### src/rtl/neuron_wxor_mc.sv
// -----------------------------------------------------------------------------
// neuron_wxor_mc
//   Multi-channel wxor neuron. It evaluates one neuron over WINDOW time-steps.
//   Each step delivers N_IN tac pulses and input signs. Every active channel
//   adds its weight or subtracts it, chosen by sign_x ^ sign_w, into a signed
//   saturating accumulator that is preloaded with a signed bias. Channels are
//   processed serially, one per clock, so a single adder is shared.
//
//   Optional feature (macro NEURON_RELU_EN):
//     defined   : a negative final result is written to dout as 0
//     undefined : dout carries the saturated signed result
//
//   Ports:
//     clk         rising-edge clock
//     rst         synchronous, active-low reset
//     start       begin an evaluation (only honoured in IDLE)
//     bias        bias magnitude, sampled with start
//     bias_sign   1 = negative bias, sampled with start
//     step_valid  tac_in / sign_x valid this cycle
//     step_ready  block accepts a step this cycle
//     tac_in      per-channel pulse for the current step
//     sign_x      per-channel input sign
//     sign_w      per-channel weight sign (must be held stable while busy)
//     win         weights, channel i at [i*W_WIDTH +: W_WIDTH] (held while busy)
//     dout        signed result, held until the next result
//     dout_valid  one-cycle pulse when dout updates
//     busy        high in any state other than IDLE
// -----------------------------------------------------------------------------
module neuron_wxor_mc #(
   parameter int N_IN      = 4,
   parameter int W_WIDTH   = 8,
   parameter int ACC_WIDTH = 12,
   parameter int WINDOW    = 4
) (
   input  logic                      clk,
   input  logic                      rst,
   input  logic                      start,
   input  logic [W_WIDTH-1:0]        bias,
   input  logic                      bias_sign,
   input  logic                      step_valid,
   output logic                      step_ready,
   input  logic [N_IN-1:0]           tac_in,
   input  logic [N_IN-1:0]           sign_x,
   input  logic [N_IN-1:0]           sign_w,
   input  logic [N_IN*W_WIDTH-1:0]   win,
   output logic [ACC_WIDTH-1:0]      dout,
   output logic                      dout_valid,
   output logic                      busy
);

   localparam int CH_W = (N_IN   > 1) ? $clog2(N_IN)   : 1;
   localparam int SC_W = (WINDOW > 1) ? $clog2(WINDOW) : 1;
   localparam logic [CH_W-1:0] CH_LAST = CH_W'(N_IN - 1);
   localparam logic [SC_W-1:0] SC_LAST = SC_W'(WINDOW - 1);

   typedef enum logic [1:0] {
      S_IDLE,
      S_WAIT_STEP,
      S_ACCUM
   } state_t;

   state_t                 r_state;
   state_t                 w_next;

   logic [ACC_WIDTH-1:0]   r_acc;
   logic [SC_W-1:0]        r_step_cnt;
   logic [CH_W-1:0]        r_ch;
   logic [N_IN-1:0]        r_tac;
   logic [N_IN-1:0]        r_sx;
   logic [ACC_WIDTH-1:0]   r_dout;
   logic                   r_dout_valid;

   logic [W_WIDTH-1:0]     w_wsel;
   logic                   w_tac;
   logic                   w_sx;
   logic                   w_sw;
   logic [ACC_WIDTH:0]     w_mag_ext;
   logic [ACC_WIDTH:0]     w_term;
   logic [ACC_WIDTH:0]     w_sum;
   logic [ACC_WIDTH-1:0]   w_sat;
   logic [ACC_WIDTH-1:0]   w_out;
   logic [ACC_WIDTH-1:0]   w_bias_ext;
   logic [ACC_WIDTH-1:0]   w_preload;
   logic                   w_last_ch;

   // ---------------------------------------------------------------- FSM
   always_ff @(posedge clk) begin
      if (!rst) r_state <= S_IDLE;
      else      r_state <= w_next;
   end

   assign w_last_ch = (r_ch == CH_LAST);

   always_comb begin
      w_next     = r_state;
      step_ready = 1'b0;
      busy       = (r_state != S_IDLE);
      case (r_state)
         S_IDLE: begin
            if (start) w_next = S_WAIT_STEP;
         end
         S_WAIT_STEP: begin
            step_ready = 1'b1;
            if (step_valid) w_next = S_ACCUM;
         end
         S_ACCUM: begin
            if (w_last_ch) begin
               if (r_step_cnt < SC_LAST) w_next = S_WAIT_STEP;
               else                      w_next = S_IDLE;
            end
         end
         default: w_next = S_IDLE;
      endcase
   end

   // ---------------------------------------------------------- channel mux
   always_comb begin
      w_wsel = '0;
      w_tac  = 1'b0;
      w_sx   = 1'b0;
      w_sw   = 1'b0;
      for (int unsigned i = 0; i < N_IN; i++) begin
         if (r_ch == CH_W'(i)) begin
            w_wsel = win[i*W_WIDTH +: W_WIDTH];
            w_tac  = r_tac[i];
            w_sx   = r_sx[i];
            w_sw   = sign_w[i];
         end
      end
   end

   // ------------------------------------------------- saturating adder
   // The sum is formed one bit wider than the accumulator; the weight
   // magnitude is far below the accumulator range, so the extra bit
   // always holds the true sign and overflow is a simple top-two-bit compare.
   always_comb begin
      w_mag_ext = {{(ACC_WIDTH + 1 - W_WIDTH){1'b0}}, w_wsel};
      if (!w_tac)            w_term = '0;
      else if (w_sx ^ w_sw)  w_term = -w_mag_ext;
      else                   w_term = w_mag_ext;
      w_sum = {r_acc[ACC_WIDTH-1], r_acc} + w_term;
      if (w_sum[ACC_WIDTH] != w_sum[ACC_WIDTH-1]) begin
         w_sat = w_sum[ACC_WIDTH] ? {1'b1, {(ACC_WIDTH-1){1'b0}}}
                                  : {1'b0, {(ACC_WIDTH-1){1'b1}}};
      end else begin
         w_sat = w_sum[ACC_WIDTH-1:0];
      end
   end

`ifdef NEURON_RELU_EN
   assign w_out = w_sat[ACC_WIDTH-1] ? '0 : w_sat;
`else
   assign w_out = w_sat;
`endif

   assign w_bias_ext = {{(ACC_WIDTH - W_WIDTH){1'b0}}, bias};
   assign w_preload  = bias_sign ? -w_bias_ext : w_bias_ext;

   // ------------------------------------------------------------ datapath
   always_ff @(posedge clk) begin
      if (!rst) begin
         r_acc        <= '0;
         r_step_cnt   <= '0;
         r_ch         <= '0;
         r_tac        <= '0;
         r_sx         <= '0;
         r_dout       <= '0;
         r_dout_valid <= 1'b0;
      end else begin
         r_dout_valid <= 1'b0;
         case (r_state)
            S_IDLE: begin
               if (start) begin
                  r_acc      <= w_preload;
                  r_step_cnt <= '0;
               end
            end
            S_WAIT_STEP: begin
               if (step_valid) begin
                  r_tac <= tac_in;
                  r_sx  <= sign_x;
                  r_ch  <= '0;
               end
            end
            S_ACCUM: begin
               r_acc <= w_sat;
               if (w_last_ch) begin
                  if (r_step_cnt < SC_LAST) begin
                     r_step_cnt <= r_step_cnt + SC_W'(1);
                  end else begin
                     r_dout       <= w_out;
                     r_dout_valid <= 1'b1;
                  end
               end else begin
                  r_ch <= r_ch + CH_W'(1);
               end
            end
            default: ;
         endcase
      end
   end

   assign dout       = r_dout;
   assign dout_valid = r_dout_valid;

endmodule

### config.mk
export PLATFORM = sky130hd
export DESIGN_NAME = neuron_wxor_mc
export DESIGN_NICKNAME = d
export VERILOG_FILES = /design/src/rtl/neuron_wxor_mc.sv
export SDC_FILE = /design/constraint.sdc
export NUM_CORES = 1
export LEC_CHECK = 0
export CAP_MARGIN = 20
export CELL_PAD_IN_SITES_DETAIL_PLACEMENT = 0
export CELL_PAD_IN_SITES_GLOBAL_PLACEMENT = 2
export CORE_AREA = 2 2 111 102
export DETAILED_ROUTE_END_ITERATION = 12
export DIE_AREA = 0 0 113 104
export PLACE_DENSITY_LB_ADDON = 0.1
export RECOVER_POWER = 50
export SYNTH_ARGS = -nofsm -noshare
export SYNTH_HDL_FRONTEND = slang
export SYNTH_SLANG_ARGS = --single-unit
### constraint.sdc
create_clock -name clk -period 5.04 [get_ports clk]
set_input_delay 1.008 -clock clk [delete_from_list [all_inputs] [get_ports clk]]
set_output_delay 1.008 -clock clk [all_outputs]
set_load 0.02 [all_outputs]
Word level (Yosys, flattened, before mapping)
Index checks and enable logic that the tools add are counted.
{"block": "totals", "ff_bits": 39, "input_bits": 57, "elab_cells": 76}
{"block": "classes", "addsub": 5, "n_lt_le_gt_ge": 1, "eq_ne": 11, "n_mux": 37, "n_bitwise": 2, "reduce_logical": 12}
{"cell": "two-way mux 12 bit", "count": 4}
{"cell": "two-way mux 8 bit", "count": 4}
{"cell": "two-way mux 13 bit", "count": 2}
{"cell": "one-hot mux 12 bit (2 select lines)", "count": 1}
{"cell": "two-way mux 2 bit", "count": 8}
{"cell": "two-way mux 1 bit", "count": 15}
{"cell": "adder 13 bit", "count": 1}
{"cell": "negation 8 -> 13 bit", "count": 1}
{"cell": "negation 8 -> 12 bit", "count": 1}
{"cell": "AND reduction 3 bit", "count": 4}
{"cell": "!= test 2 bit, second input constant", "count": 5}
{"cell": "one-hot mux 2 bit (2 select lines)", "count": 2}
{"cell": "== test 2 bit, second input constant", "count": 3}
{"cell": "one-hot mux 2 bit (3 select lines)", "count": 1}
{"cell": "nonzero test 2 bit", "count": 3}
{"cell": "adder 2 x 1 -> 2 bit, second input constant", "count": 2}
{"cell": "== test 2 x 1 -> 1 bit, second input constant", "count": 2}
{"cell": "logical NOT 2 bit", "count": 2}
{"cell": "AND reduction 2 bit", "count": 2}
{"cell": "AND reduction 4 bit", "count": 1}
{"cell": "< comparator 2 bit, second input constant", "count": 1}
{"cell": "!= test 1 bit", "count": 1}
{"cell": "inverter 1 bit", "count": 1}
{"cell": "XOR 1 bit", "count": 1}

Logic depth before layout (Yosys ltp)
Gate-level depths: netlist of run 1.
{"block": "depth", "ltp_word": 12, "depth_mapped": 20}

Worst setup path before layout of run 1
OpenSTA, ideal clock, no wires.
{"block": "synth_timing", "path_type": "register -> register", "from": "register r_ch[0]", "to": "register r_dout[6], in the netlist dout[6]", "setup_time_ns": 0.061, "arrival_time_ns": 4.157, "required_ns": 4.979, "setup_slack_ns": 0.821, "path_stages_with_launch": 19, "synth_period_minus_slack_ns": 4.219, "path_cell_list": "dfxtp_1 -> inv_1 -> ha_1 -> buf_6 -> or2_1 -> clkbuf_2 -> a221o_1 -> a222oi_1 -> a21oi_1 -> xor2_1 -> nor2_1 -> ha_1 -> o21a_1 -> o21ai_0 -> a211oi_1 -> o31ai_1 -> xnor3_2 -> a21boi_0 -> a32o_1"}
{"block": "synth_via", "elab_chain_len": 11, "elab_cells_between_ends": 29}
{"element": "from (decl)", "line": "67", "source": "logic [CH_W-1:0] r_ch;"}
{"element": "from (signal assigned)", "line": "195", "source": "r_ch <= r_ch + CH_W'(1);"}
{"element": "logical NOT 2 bit", "line": "123", "source": "if (r_ch == CH_W'(i)) begin"}
{"element": "two-way mux 8 bit or two-way mux 1 bit (tied branches) (4 in a row)", "line": "123"}
{"element": "negation 8 -> 13 bit or XOR 1 bit (tied branches)", "line": "139", "source": "else if (w_sx ^ w_sw) w_term = -w_mag_ext;"}
{"element": "two-way mux 13 bit", "line": "139"}
{"element": "two-way mux 13 bit", "line": "138", "source": "if (!w_tac) w_term = '0;"}
{"element": "adder 13 bit", "line": "141", "source": "w_sum = {r_acc[ACC_WIDTH-1], r_acc} + w_term;"}
{"element": "two-way mux 12 bit or != test 1 bit (tied branches)", "line": "143, 142"}
{"element": "two-way mux 12 bit", "line": "142", "source": "if (w_sum[ACC_WIDTH] != w_sum[ACC_WIDTH-1]) begin"}
{"element": "to (signal assigned)", "line": "191", "source": "r_dout <= w_out;"}
{"element": "to (decl)", "line": "70", "source": "logic [ACC_WIDTH-1:0] r_dout;"}
Several ways; a longest one is shown, not always the timed one.
A chain may end at the register's enable or synchronous reset.

Worst setup path after layout of run 1
{"block": "layout_timing", "from": "input sign_w[2]", "to": "register r_dout[0], in the netlist dout[0]"}
{"block": "layout_via", "elab_chain_len": 8, "elab_cells_between_ends": 9}
{"element": "from (decl)", "line": "44", "source": "input logic [N_IN-1:0] sign_w,"}
{"element": "two-way mux 1 bit * (2 in a row)", "line": "123"}
{"element": "XOR 1 bit *", "line": "139"}
{"element": "two-way mux 13 bit *", "line": "139"}
{"element": "two-way mux 13 bit *", "line": "138"}
{"element": "adder 13 bit *", "line": "141"}
{"element": "two-way mux 12 bit or != test 1 bit (tied branches)", "line": "143, 142"}
{"element": "two-way mux 12 bit *", "line": "142"}
Every way passes the cells marked *; elsewhere a longest branch is shown, timed or not.

==> results.txt, run 1 <==
----------------------------------------------------
[Status]
  Status ... finished with violations
  Violations in the final reports ... DRC

[Yosys]
  Simple-Gate Fraction of Synth Area ... 0.192
  Combinational family with the most area after synthesis ... compound AO/OA/AOI/OAI gates
  Number of synthesized flops with an enable pin ... 0
  Average cell area after synthesis ... a little under 8 µm²
  Register bit total from synthesis ... 39
  Post-Synth Adder-Cell Area ... 0.0891
  Asr flop ratio synth ... 0
  Share of the synthesized area in compound gates (AO/OA/AOI/OAI) ... 0.322
  Netlist area before placement ... 3000 µm²
  Synth warnings ... 0
  Fraction of synthesized area in multiplexers ... 0.0100
  Ys flop type ... dfxtp_1
  Yosys cell types ... 53
  Seq/Total Area, Yosys ... 0.260
  Post-synthesis xor/xnor area fraction ... 0.0775
  Mapped Cells ... 383
  Synth Net Count ... 460

[Route]
  Final wirelength ... between 9 and 10 mm
  Violation count after the first detailed-routing iteration ... roughly 150
  Via/cell ratio ... 5.17
  DRC viols ... 3
  Total number of vias ... 3053
  Remaining antenna violation count after routing ... 0
  Detailed-router iteration count before antenna repair ... 8
  Routed wire per std cell ... around 16 µm

[Worst setup path]
  Data arrival time at the worst-slack endpoint ... around 4900 ps
  Critical Path Sink Type ... flip-flop
  Crit path launch ... sign_w[2]
  Required arrival time at the worst endpoint ... about 5300 ps
  Largest fanout on the critical path ... 13
  Origin of the critical flop-to-flop path ... r_ch[0]
  Critical Setup Path Class ... primary input to flip-flop
  Worst Setup Start Kind ... primary input

[CTS]
  Clk root buf ... clkbuf_16
  Clk pin slew, worst setup/hold paths ... 60 ps
  Number of resized instances in the post-cts repair step ... 0
  Number of hold-repair buffers added at the cts stage ... 0
  Clock sink count ... 39
  TritonCTS buffer count ... 5
  CTS Buffer Depth ... 2
  Post-CTS Setup Bufs ... 0
  Clock tree from TritonCTS ... built
  H-tree Lvls ... 2
  Worst-Skew Late Latency ... 280 ps

[STA]
  RSZ-0062 raised after global routing ... false
  Hold Vio Cnt, Final ... 0
  Highest clock frequency the design can meet ... 213 MHz
  Minimum clock period ... 4700 ps
  Summed negative setup slack over all endpoints ... 0 ps
  Rel. slew slack ... 0.0158
  Max Clock Skew ... 7.27 ps
  Final critical-path share of the clock period ... 0.933
  Final setup violation count ... 0
  Least-Margin Pin Slew ... 1480 ps
  Final hold slack ... 470 ps
  Slew Limit Fails ... 0

[Layout]
  Number of diodes added for antenna fixing ... 0
  Final-stage net count ... 533
  Share of the core filled with cells in the final layout ... 0.384
  Area growth syn-to-layout ... 36.0%
  Share of post-route cells with drive strength above 1 ... 0.0788
  Area of all placed cells without fillers ... roughly 4100 µm²

[Floorplanning]
  Initial Utilization ... 0.283
  Vertical extent of the die ... 104 µm
  Core ar. ... 10600 µm²
  Row Count ... 36
  Count of pins on the block boundary ... 72
  Floorplan die area ... 11800 µm²
  Horizontal die dimension ... 113 µm

[Global routing]
  GRT met3 Usage ... 0.0175
  Met1 capacity usage during global routing ... 0.241
  Wire length of the first global-routing pass ... approximately 15 mm
  Initial antenna violation count ... 0
  Total congestion overflow ... 0
  Global-route total usage across every layer ... 0.157
  Pin count of the biggest net entering global routing ... 39
  Global routing usage on met2 ... 0.232
  Number of global-route vias before repair ... around 2.9k
  Gr busiest metal ... met1

[Pwr]
  IR drop worst, VDD ... 0.000163 V
  Post-route total power ... approximately 1 mW
  Total power divided by cell area ... between 200 and 250 nW/µm²
  Leakage power ... 1.62 nW

[Place]
  Port buffer count ... 71
  Area post-placement ... 3890 µm²
  Final weighted congestion in routability-driven placement ... ~0.77
  Dpl hpwl ... 7.53 mm

[Run]
  Number of max-cap violations ... 0

[Worst hold path]
  Origin of the worst min-delay path ... r_tac[2]
  Worst min-delay path class ... flip-flop to flip-flop

----------------------------------------------------
final timing paths:
path	to	slack, ps	cells past startpoint
worst max-delay path	dout[0]	340	17
worst min-delay path	r_tac[2]	470	2
worst max register to register	dout[0]	410	18
worst min register to register	r_tac[2]	470	2
logic make-up after synthesis:
| logic type | after synthesis |
|---|---|
| AO/OA/AOI/OAI | 142 |
| AND/OR/NAND/NOR | 121 |
| flip-flops | 39 |
| buffers and inverters | 34 |
| XOR/XNOR | 23 |
| multiplexers | 3 |
| adder cells (fa/ha/maj) | 21 |
metrics by stage:
step                      cells  setup WS, ps
after detailed placement    582          -133
after global placement      582          -112
after floorplan             383           821
after global routing        590          17.7
final                       590           335
after CTS                   590           159
cell usage after synthesis (3+ instances only):
library cell   n  share of area
nor2_1        25          0.031
o211ai_1       6          0.015
nand2b_1       4         0.0083
or2_2          6          0.012
nand2_1       39          0.049
and3_1         4         0.0083
a32o_1         9          0.030
inv_1         15          0.019
and2_1         5          0.010
xor2_1        14          0.041
nor3_1         5         0.0083
o221ai_1       7          0.020
a21boi_0       9          0.022
xnor2_1        7          0.020
buf_2          3         0.0050
a221o_1        4          0.013
o21ai_0       33          0.055
o21a_1         4          0.010
a31oi_1       11          0.023
or3_1          3         0.0062
o22a_1         3         0.0087
mux2i_1        3          0.010
nor2b_1       13          0.027
dfxtp_1       39           0.26
o22ai_1        4         0.0083
a221oi_1       4          0.012
clkbuf_1      12          0.015
ha_1          19          0.079
nand3_1       12          0.020
o31ai_1        6          0.015
a21oi_1       27          0.045
report_power, final:
group / internal [mW] / switching (mW) / total [mW]
clock: 0.234 / 0.131 / 0.364
combinational: 0.135 / 0.157 / 0.292
sequential: 0.323 / 0.0134 / 0.336
total: 0.691 / 0.301 / 0.993
cells in the final DEF, fill, tap and decap left out, types with 3 or more instances in the layout:
cell type        synthesis  routed
and3_1                   4       4
a21oi_1                 27      27
a221o_1                  4       4
nor3_1                   5       5
inv_1                   15      15
o21ai_0                 33      33
a221oi_1                 4       3
or2_2                    6       6
o22ai_1                  4       4
a31oi_1                 11      10
mux2i_1                  3       3
a32o_1                   9       9
o22a_1                   3       3
o21a_1                   4       4
clkdlybuf4s50_1          0      57
ha_1                    19      19
nand2b_1                 4       3
nand3_1                 12      12
nand2_1                 39      39
dfxtp_1                 39      39
o221ai_1                 7       7
buf_4                    0      13
o211ai_1                 6       6
clkbuf_16                0       5
o31ai_1                  6       5
and2_1                   5       5
dlygate4sd3_1            0      14
a21boi_0                 9       8
xnor2_1                  7       7
nor2_1                  25      25
xor2_1                  14      14
nor2b_1                 13      12
or3_1                    3       3
layer usage:
metal  wire [µm]  part of all wire
met1        4950              0.52
met2        4120              0.43
met3         325             0.034
met4          82            0.0087
met5           0                 0
flip-flops by register name, indices dropped and copies added (netlist names):
register and count:
r_acc 12, r_tac 4, r_state 2, dout_valid 1, r_step_cnt 2, dout 12
r_ch 2, r_sx 4
layout make-up:
class | instances | area, µm²
Clock buffer | 5 | 125
Clock inverter | 3 | 43.8
Fill cell | 1126 | 6550
Inverter | 15 | 56.3
Multi-Input combinational cell | 310 | 2100
Sequential cell | 39 | 781
Tap cell | 133 | 166
Timing Repair Buffer | 85 | 812
critical path, cell delays in order:
cell             delay, ps
clkdlybuf4s50_1        480
xor2_1                 160
a2bb2oi_1              320
o21ai_2                190
nand2_1                 80
o21ai_0                 60
or2_2                  330
inv_1                   70
ha_1                   220
a21oi_1                320
o22ai_1                210
o211ai_1               340
mux2i_1                260
nor2_1                 100
buf_4                  190
maj3_1                 400
a21oi_1                160
(Power assumes the default switching activity.)
==> run 2, diff against run 1 <==
- CORE_AREA: 2 2 111 102 -> 2 2 117 97
- DIE_AREA: 0 0 113 104 -> 0 0 119 99
- SETUP_SLACK_MARGIN: not set -> 0.15
- clock period: 5.04 -> 5.3 ns (I/O delays scaled with it)
==> run 2 against run 1 <==
The run now ends clean. Combinational power fell by 5%. Clock skew fell by 2.9 ps. Design area barely moved. Worst hold slack got worse by 2.5 ps. First-iteration DRC count rose by 6.2%. Power fell by 0.58%. Global-route usage rose by 0.33 points. Die area rose by 0.25%. Sequential share of layout area barely moved. Via count fell by 2.8%. Critical path depth fell by 2. Critical path type unchanged. Largest cell class unchanged. Highest routed layer unchanged.
==> results.txt, run 2 (synthesis results as in run 1) <==
----------------------------------------------------
[Worst hold path]
  Number of cells traversed by the worst hold path ... 2 (unchanged)
  Hold Crit Endpoint ... r_tac[2] (unchanged)
  Worst min-delay path class ... flip-flop to flip-flop (unchanged)
  Origin of the worst min-delay path ... r_tac[2] (unchanged)

[Floorplanning]
  Horizontal die dimension ... 119 µm (was 113 µm)
  Row Count ... 34 (was 36)
  Floorplan die area ... 11800 µm² (about the same)
  Count of pins on the block boundary ... 72 (unchanged)
  Initial Utilization ... 0.284 (was 0.283)
  Vertical extent of the die ... 99 µm (was 104 µm)
  Core ar. ... 10600 µm² (about the same)

[Layout]
  Highest-count cells in the layout ignoring fill and taps ... clkdlybuf4s50_1 (57), nand2_1 (39), dfxtp_1 (39) (unchanged)
  Area growth syn-to-layout ... 36.1% (was 36.0%)
  Share of the core filled with cells in the final layout ... 0.386 (was 0.384)
  Share of post-route cells with drive strength above 1 ... 0.0636 (was 0.0788)
  Area of all placed cells without fillers ... 4090 µm² (about the same)
  Final-stage net count ... 532 (was 533)
  Leading cell type in the layout, fill and taps excluded ... clkdlybuf4s50_1 (unchanged)
  Number of diodes added for antenna fixing ... 0 (unchanged)
  Number of inserted filler cells in the final layout ... 1147 (was 1126)

[Pwr]
  Net Switching ... 0.283 mW (was 0.301 mW)
  IR drop worst, VDD ... 0.000129 V (was 0.000163 V)
  Total power divided by cell area ... 241 nW/µm² (was 243 nW/µm²)
  Sequential share of power ... 0.325 (was 0.339)
  Proportion of power drawn by combinational gates ... 0.280 (was 0.294)
  Internal power ... 0.704 mW (was 0.691 mW)
  Power share of the clock group ... 0.395 (was 0.367)
  Leakage power ... 1.62 nW (about the same)
  Switching Fraction ... 0.286 (was 0.303)

[CTS]
  Clk root buf ... clkbuf_16 (unchanged)
  TritonCTS buffer count ... 5 (unchanged)
  Clock tree from TritonCTS ... built (unchanged)
  Clock sink count ... 39 (unchanged)
  Number of hold-repair buffers added at the cts stage ... 0 (unchanged)
  CTS Buffer Depth ... 2 (unchanged)
  H-tree Lvls ... 2 (unchanged)
  Number of resized instances in the post-cts repair step ... 0 (unchanged)
  Post-CTS Setup Bufs ... 0 (unchanged)
  Worst-Skew Late Latency ... 280 ps (about the same)
  Clk pin slew, worst setup/hold paths ... 60 ps (about the same)

[Route]
  Routed wire per std cell ... 15.8 µm (was 16.1 µm)
  Final wirelength ... 9.50 mm (was 9.48 mm)
  Detailed-router iteration count before antenna repair ... 5 (was 8)
  Remaining antenna violation count after routing ... 0 (unchanged)
  Via/cell ratio ... 4.95 (was 5.17)
  Total number of vias ... 2968 (was 3053)
  DRC viols ... 0 (was 3)
  Violation count after the first detailed-routing iteration ... 154 (was 145)

[Global routing]
  Wire length of the first global-routing pass ... 15.1 mm (was 14.9 mm)
  Number of global-route vias before repair ... 2868 (was 2864)
  Total congestion overflow ... 0 (unchanged)
  Pin count of the biggest net entering global routing ... 39 (unchanged)
  Initial antenna violation count ... 0 (unchanged)
  Global-route total usage across every layer ... 0.160 (was 0.157)

[Worst setup path]
  Critical Setup Path Class ... primary input to flip-flop (unchanged)
  Worst Setup Start Kind ... primary input (unchanged)
  R2R setup slack ... 620 ps (was 410 ps)
  Largest fanout on the critical path ... 9 (was 13)
  Worst R2R End ... dout[5] (was dout[0])
  Origin of the critical flop-to-flop path ... r_ch[0] (unchanged)
  Data arrival time at the worst-slack endpoint ... 4890 ps (was 4910 ps)
  Depth of the most critical reg-to-reg path ... 16 (was 18)
  Critical Path Sink Type ... flip-flop (unchanged)
  Required arrival time at the worst endpoint ... 5440 ps (was 5250 ps)

[STA]
  Slew Limit Fails ... 0 (unchanged)
  Highest clock frequency the design can meet ... 211 MHz
  Summed negative setup slack over all endpoints ... 0 ps (unchanged)
  RSZ-0062 raised after global routing ... false (unchanged)
  Minimum clock period ... 4750 ps
  Hold Vio Cnt, Final ... 0 (unchanged)
  Final hold slack ... 467 ps (was 470 ps)
  Rel. slew slack ... 0.0220 (was 0.0158)
  Least-Margin Pin Slew ... 1470 ps (was 1480 ps)
  Max Clock Skew ... 4.32 ps (was 7.27 ps)
  Final critical-path share of the clock period ... 0.896
  Final setup violation count ... 0 (unchanged)

[Run]
  Number of max-cap violations ... 0 (unchanged)

[Status]
  Status ... completed (was finished with violations)

[Place]
  Final weighted congestion in routability-driven placement ... 0.793 (was 0.774)
  Dpl hpwl ... 7.63 mm (was 7.53 mm)
  Area post-placement ... 3900 µm² (was 3890 µm²)
  Port buffer count ... 71 (unchanged)

----------------------------------------------------
[run 2: worst max path at each step]
stage | start | endpoint | slack (ps) | cells after the start
2_1_floorplan | win[12] | dout[6] | 1060 | 13
3_3_place_gp | sign_w[2] | dout[1] | 300 | 16
3_5_place_dp | sign_w[2] | dout[0] | 250 | 15
4_1_cts | sign_w[2] | dout[1] | 540 | 16
5_1_grt | r_ch[0] | r_acc[3] | 210 | 16
6_report | sign_w[2] | dout[5] | 550 | 15
[run 2: metrics by stage]
stage	worst slack [ps]	total power, mW	instances
6_report	550	0.987	600
5_1_grt	207	1.04	600
3_5_place_dp	249	0.602	592
4_1_cts	537	0.998	600
2_1_floorplan	1060	0.492	383
3_3_place_gp	301	0.604	592
[run 2: area by class of cell]
cell class              instances  area (µm²)  share of cell area
clock buffers                   5         125              0.0306
clock inverters                 3        67.6              0.0165
inverters                      15        56.3              0.0138
multi-input cells             310        2070               0.507
flip-flops and latches         39         781               0.191
well taps                     144         180              0.0441
repair buffers                 84         805               0.197
[run 2: metal layers]
layer  global-route usage  part of all wire  vias to the layer above
met5                    0                 0                        -
met4               0.0302            0.0074                        0
met3               0.0185             0.026                        6
met2                0.233              0.42                       43
met1                0.251              0.54                     1363
li1                     -                 -                     1556
[run 2: worst max-delay path, stage by stage]
cell and delay (ps):
clkdlybuf4s50_1 480, xor2_1 170, a2bb2oi_1 270, o21ai_1 260
nor2_1 180, xor2_1 170, nor2_1 60, ha_1 330
nor2b_1 170, o31ai_1 290, a211oi_1 150, o31ai_1 400
xor3_2 420, o21ai_0 350, a31oi_1 130
[run 2: power groups by stage]
stage                     Combinational [mW]  Clock [mW]  Sequential (mW)
after floorplan                        0.171           0            0.321
after global placement                 0.276           0            0.328
after detailed placement               0.274           0            0.327
after CTS                              0.276       0.401            0.321
after global routing                   0.305       0.410            0.323
final                                  0.276       0.390            0.321
==> run 3, diff against run 2 <==
- SKIP_CTS_REPAIR_TIMING: not set -> 1
==> results of run 3 <==
Final layout, timing and power as in run 2 (identical DEF).
